===== config.mk =====
export PLATFORM = sky130hd
export DESIGN_NAME = tlc_timed
export DESIGN_NICKNAME = d
export VERILOG_FILES = /design/src/rtl/tlc_timed.sv
export SDC_FILE = /design/constraint.sdc
export NUM_CORES = 1
export LEC_CHECK = 0
export BUFFER_PORTS_ARGS = -buffer_cell sky130_fd_sc_hd__buf_2
export CAP_MARGIN = 20
export CORE_MARGIN = 1.5
export CORE_UTILIZATION = 58
export CTS_BUF_LIST = sky130_fd_sc_hd__clkbuf_8 sky130_fd_sc_hd__clkbuf_16
export DETAILED_ROUTE_END_ITERATION = 12
export PLACE_DENSITY = 0.84
export SLEW_MARGIN = 5
export SYNTH_ARGS = -nofsm -noshare
export SYNTH_HDL_FRONTEND = slang
export SYNTH_SLANG_ARGS = --single-unit

===== constraint.sdc =====
create_clock -name CLK -period 2.96 [get_ports CLK]
set_input_delay 0.444 -clock CLK [delete_from_list [all_inputs] [get_ports CLK]]
set_output_delay 0.444 -clock CLK [all_outputs]
set_load 0.05 [all_outputs]

===== src/rtl/tlc_timed.sv =====
// tlc_timed: timed traffic-light controller for a main/side intersection.
// Main green holds until side or left-turn demand arrives. Side green extends
// while the side sensor stays high, up to a maximum dwell. Every phase change
// passes through yellow and all-red.
// Optional feature: define TLC_ARROW_EN to enable the main left-turn arrow
// phase and the MD sensor. When it is undefined, MA stays 0, MD is ignored
// and encoding 7 decodes as an illegal state.
module tlc_timed #(
  parameter int TW           = 8,
  parameter int T_ALLRED     = 1,
  parameter int T_YELLOW     = 2,
  parameter int T_MGREEN_MIN = 3,
  parameter int T_SGREEN     = 2,
  parameter int T_SGREEN_MAX = 5,
  parameter int T_ARROW      = 2
) (
  input  logic       CLK,
  input  logic       clr,
  input  logic       MD,
  input  logic       SD,
  output logic       MR,
  output logic       MY,
  output logic       MG,
  output logic       MA,
  output logic       SR,
  output logic       SY,
  output logic       SG,
  output logic [2:0] phase
);

  typedef enum logic [2:0] {
    INIT     = 3'd0,
    M_GREEN  = 3'd1,
    M_YELLOW = 3'd2,
    ALLRED1  = 3'd3,
    S_GREEN  = 3'd4,
    S_YELLOW = 3'd5,
    ALLRED2  = 3'd6,
    ARROW    = 3'd7
  } state_t;

  // A dwell of T cycles has elapsed once the timer reaches T-1.
  localparam logic [TW-1:0] ALLRED_LAST  = TW'(T_ALLRED - 1);
  localparam logic [TW-1:0] YELLOW_LAST  = TW'(T_YELLOW - 1);
  localparam logic [TW-1:0] MGREEN_LAST  = TW'(T_MGREEN_MIN - 1);
  localparam logic [TW-1:0] SGREEN_LAST  = TW'(T_SGREEN - 1);
  localparam logic [TW-1:0] SGMAX_LAST   = TW'(T_SGREEN_MAX - 1);
  localparam logic [TW-1:0] TIMER_MAX    = '1;

  state_t        state;
  state_t        state_nxt;
  logic [TW-1:0] timer;
  logic          sd_req;
  logic          md_req;
  logic          enter_sgreen;
  logic          enter_arrow;

  assign enter_sgreen = (state_nxt == S_GREEN) && (state != S_GREEN);
  assign enter_arrow  = (state_nxt == ARROW)   && (state != ARROW);

`ifdef TLC_ARROW_EN
  localparam logic [TW-1:0] ARROW_LAST = TW'(T_ARROW - 1);
`else
  // MD has no function in this build; it is kept only to hold the port list fixed.
  logic unused_md;
  assign unused_md = MD;
`endif

  // State, dwell timer and demand latches.
  // NOTE: sequential state uses non-blocking assignments so every register
  // samples pre-edge values and simulation ordering cannot leak in.
  always_ff @(posedge CLK or posedge clr) begin
    if (clr) begin
      state  <= INIT;
      timer  <= '0;
      sd_req <= 1'b0;
      md_req <= 1'b0;
    end else begin
      state <= state_nxt;
      if (state_nxt != state) begin
        timer <= '0;
      end else if (timer != TIMER_MAX) begin
        timer <= timer + 1'b1;
      end
      // A sensor high in the clearing cycle re-arms the latch.
      sd_req <= (sd_req & ~enter_sgreen) | SD;
`ifdef TLC_ARROW_EN
      md_req <= (md_req & ~enter_arrow) | MD;
`else
      md_req <= 1'b0;
`endif
    end
  end

  // Next-state selection from timer and latched demand. Side-green extension
  // looks at the live SD sensor.
  // NOTE: state_nxt is given a default before the case so no path leaves it
  // unassigned, which would otherwise infer a latch.
  always_comb begin
    state_nxt = state;
    case (state)
      INIT: begin
        if (timer >= ALLRED_LAST) state_nxt = M_GREEN;
      end
      M_GREEN: begin
        if ((timer >= MGREEN_LAST) && (sd_req || md_req)) state_nxt = M_YELLOW;
      end
      M_YELLOW: begin
        if (timer >= YELLOW_LAST) state_nxt = ALLRED1;
      end
      ALLRED1: begin
        if (timer >= ALLRED_LAST) begin
          state_nxt = (md_req && !sd_req) ? ARROW : S_GREEN;
        end
      end
      S_GREEN: begin
        if ((timer >= SGMAX_LAST) || ((timer >= SGREEN_LAST) && !SD)) begin
          state_nxt = S_YELLOW;
        end
      end
      S_YELLOW: begin
        if (timer >= YELLOW_LAST) state_nxt = ALLRED2;
      end
      ALLRED2: begin
        if (timer >= ALLRED_LAST) state_nxt = md_req ? ARROW : M_GREEN;
      end
`ifdef TLC_ARROW_EN
      ARROW: begin
        if (timer >= ARROW_LAST) state_nxt = INIT;
      end
`endif
      default: state_nxt = INIT;
    endcase
  end

  // Moore lamp decode from the state register only. Unknown encodings show all-red.
  always_comb begin
    MR = 1'b0;
    MY = 1'b0;
    MG = 1'b0;
    MA = 1'b0;
    SR = 1'b0;
    SY = 1'b0;
    SG = 1'b0;
    case (state)
      M_GREEN:  begin MG = 1'b1; SR = 1'b1; end
      M_YELLOW: begin MY = 1'b1; SR = 1'b1; end
      S_GREEN:  begin MR = 1'b1; SG = 1'b1; end
      S_YELLOW: begin MR = 1'b1; SY = 1'b1; end
`ifdef TLC_ARROW_EN
      ARROW:    begin MR = 1'b1; MA = 1'b1; SR = 1'b1; end
`endif
      default:  begin MR = 1'b1; SR = 1'b1; end
    endcase
  end

  assign phase = state;

endmodule


==> results.sh <==
export IMPL_crit_required_ns=3.10
export IMPL_multi_input_area_um2=510
export IMPL_period_share=0.708
export IMPL_rsz0062_at_grt="no"
export IMPL_drt_iter0_drc=11
export IMPL_portBuffers=11
export IMPL_start_util=0.635
export IMPL_wl_per_cell_um=13.6
export IMPL_period_minus_slack_ns=2.10
export IMPL_antennaDiodeCount=0
export IMPL_max_freq_mhz=477
export IMPL_numClockSinks=12
export IMPL_post_cts_resized=0
export IMPL_nets=111
export IMPL_via_per_inst=5.92
export IMPL_yosysSeqAreaShare=0.355
export IMPL_die_area_mm2=0.00170
export IMPL_hpwl_um=1180
export IMPL_path_class="reg -> reg"
export IMPL_finalSetupViolations=0
export IMPL_timing_setup_tns_ns=0
export IMPL_timing_slew_headroom=0.631
export IMPL_rows=13
export IMPL_p_leak_nw=0.434
export IMPL_ys_async_sr_fraction=1.00
export IMPL_drc=0
export IMPL_die_w_um=41.2
export IMPL_postCtsSetupBuffers=0
export IMPL_root_buffer="clkbuf_8"
export IMPL_grt_max_degree=13
export IMPL_ys_ff_latch=12
export IMPL_dpl_instance_area_um2=907
export IMPL_synth_avg_cell_area_um2=9.31
export IMPL_ir_drop_mv=0.693
export IMPL_reg2regPathDepth=6
export IMPL_crit_fanout=8
export IMPL_antenna_found_initial=0
export IMPL_die_h_um=41.2
export IMPL_vias=693
export IMPL_hold_class="in -> async"
export IMPL_antenna_left=0
export IMPL_cts_buffer_depth=2
export IMPL_setup_worst_path_end_class="flip-flop"
export IMPL_cts_buffers_inserted=3
export IMPL_routabilityCongestion=0.762
export IMPL_powerDensity_mw_per_mm2=1120
export IMPL_yosysWarnings=0
export IMPL_wl_um=1590
export IMPL_synthTopCellsByArea="dfrtp_1 (35%), ha_1 (5.9%), nor3_1 (5.9%)"
export IMPL_dr_pass1_iters=4
export IMPL_syn_area_um2=847
export IMPL_core_mm2=0.00133
export IMPL_grt_pass1_wl_um=2460
export IMPL_hold_viol_final=0
export IMPL_syn_inst=91
export IMPL_grt_ovfl_total=0
export IMPL_htreeDepth=1
export IMPL_synthToLayoutAreaGrowth_pct=13.6
export IMPL_pin_count=14
export IMPL_syn_nets=99
export IMPL_first_global_vias=574
export IMPL_synth_common_cells="dfrtp_1 (12), nor3_1 (10), nor2_1 (7), inv_1 (6), nand2_1 (6)"
export IMPL_skew_ns=0.00110
export IMPL_final_area_um2=962
export IMPL_outcome="finished clean"
export IMPL_crit_path_start_kind="flip-flop"
export IMPL_yosysMostFrequentCell="dfrtp_1"
export IMPL_synth_distinct_cells=39
export IMPL_clk_pin_slew_worst_paths_ns=0.05
export IMPL_grt_usage=0.235
export IMPL_synth_edf_count=0
export IMPL_synth_ff_type="dfrtp_1"
export IMPL_area_sequential_um2=300
export IMPL_yosys_area_top_type="dfrtp_1"
export IMPL_synth_top_area_frac=0.355
export IMPL_cap_violations=0
export IMPL_tightest_slew_ns=0.551
export IMPL_drive_above_1_share=0.235
export IMPL_postCtsHoldBufs=0
export IMPL_nFillCells=107
export IMPL_clk_latency_ns=0.24
export IMPL_cts_tree="yes"
export IMPL_slew_viol_final=0
export IMPL_worstPathArrival_ns=2.23
## worst paths after layout
| path | endpoint | from | slack [ns] |
|---|---|---|---|
| max in group asynchronous | timer[1] | clr | 2.44 |
| min in group CLK | sd_req | SD | 0.42 |
| setup / recovery | timer[2] | timer[1] | 0.86 |
| hold reg to reg | sd_req | sd_req | 0.52 |
| setup reg to reg | timer[2] | timer[1] | 0.86 |
| hold / removal | sd_req | clr | 0.20 |
## report_power, final
part	total, mW	switching (mW)	internal, mW
clock network	0.179	0.0611	0.118
logic	0.629	0.432	0.197
registers	0.274	0.0727	0.201
total	1.08	0.566	0.516
## cell type report
cell class / count / share of cell area
clock buffers: 4 / 0.0572
inverters: 6 / 0.0234
multi-input cells: 69 / 0.531
flip-flops and latches: 12 / 0.312
well taps: 15 / 0.0195
repair buffers: 11 / 0.0572
## cell families after synthesis
| group | count (synthesis) | synth area share |
|---|---|---|
| simple gates | 42 | 0.275 |
| fa+ha+maj | 4 | 0.0591 |
| mux | 3 | 0.0369 |
| compound gates | 15 | 0.180 |
| buf+inv | 10 | 0.0487 |
| xor+xnor | 4 | 0.0414 |
| flops | 12 | 0.355 |
| other cells | 1 | 0.00443 |
## flip-flops by register name (all words and copies together), names as in the netlist
signal,cells
sd_req,1
phase,3
timer,8
## layer usage
metal	vias up	part of all wire	routed length, um	track usage
met4	0	0.0082	13	0.121
li1	355	-	-	-
met2	17	0.47	752	0.355
met3	2	0.043	69	0.0815
met1	319	0.47	756	0.292
met5	-	0	0	0
## placed cells by master (no fill, tap or decap), drive strengths merged, types with 2 or more instances in the layout
cell	count
nand4	2
buf	11
o21ai	4
nand2	6
and2	2
nor2b	3
or4	2
inv	6
mux2i	2
dfrtp	12
xor2	3
clkbuf	4
nor2	7
nor3	10
a2111oi	2
and4	2
ha	4
o211ai	3
## per-stage QoR
stage | util | instances | worst slack, ns | power (mW) | hold WS, ns
2_1_floorplan | - | 91 | 0.279 | 0.790 | 0.309
3_3_place_gp | 0.680 | 113 | 0.899 | 0.890 | 0.467
6_report | 0.721 | 117 | 0.864 | 1.08 | 0.202
4_1_cts | 0.721 | 117 | 0.858 | 1.09 | 0.216
3_5_place_dp | 0.680 | 113 | 0.871 | 0.907 | 0.474
5_1_grt | 0.721 | 117 | 0.712 | 1.17 | 0.259
## worst max-delay path: stages (launching register included)
cell       delay [ns]
dfrtp_1          0.43
inv_1            0.09
ha_1             0.19
or4b_1           0.58
o21ai_2          0.15
a32oi_2          0.24
a2111oi_4        0.32
Note: power is estimated with default switching activity, not from simulation.
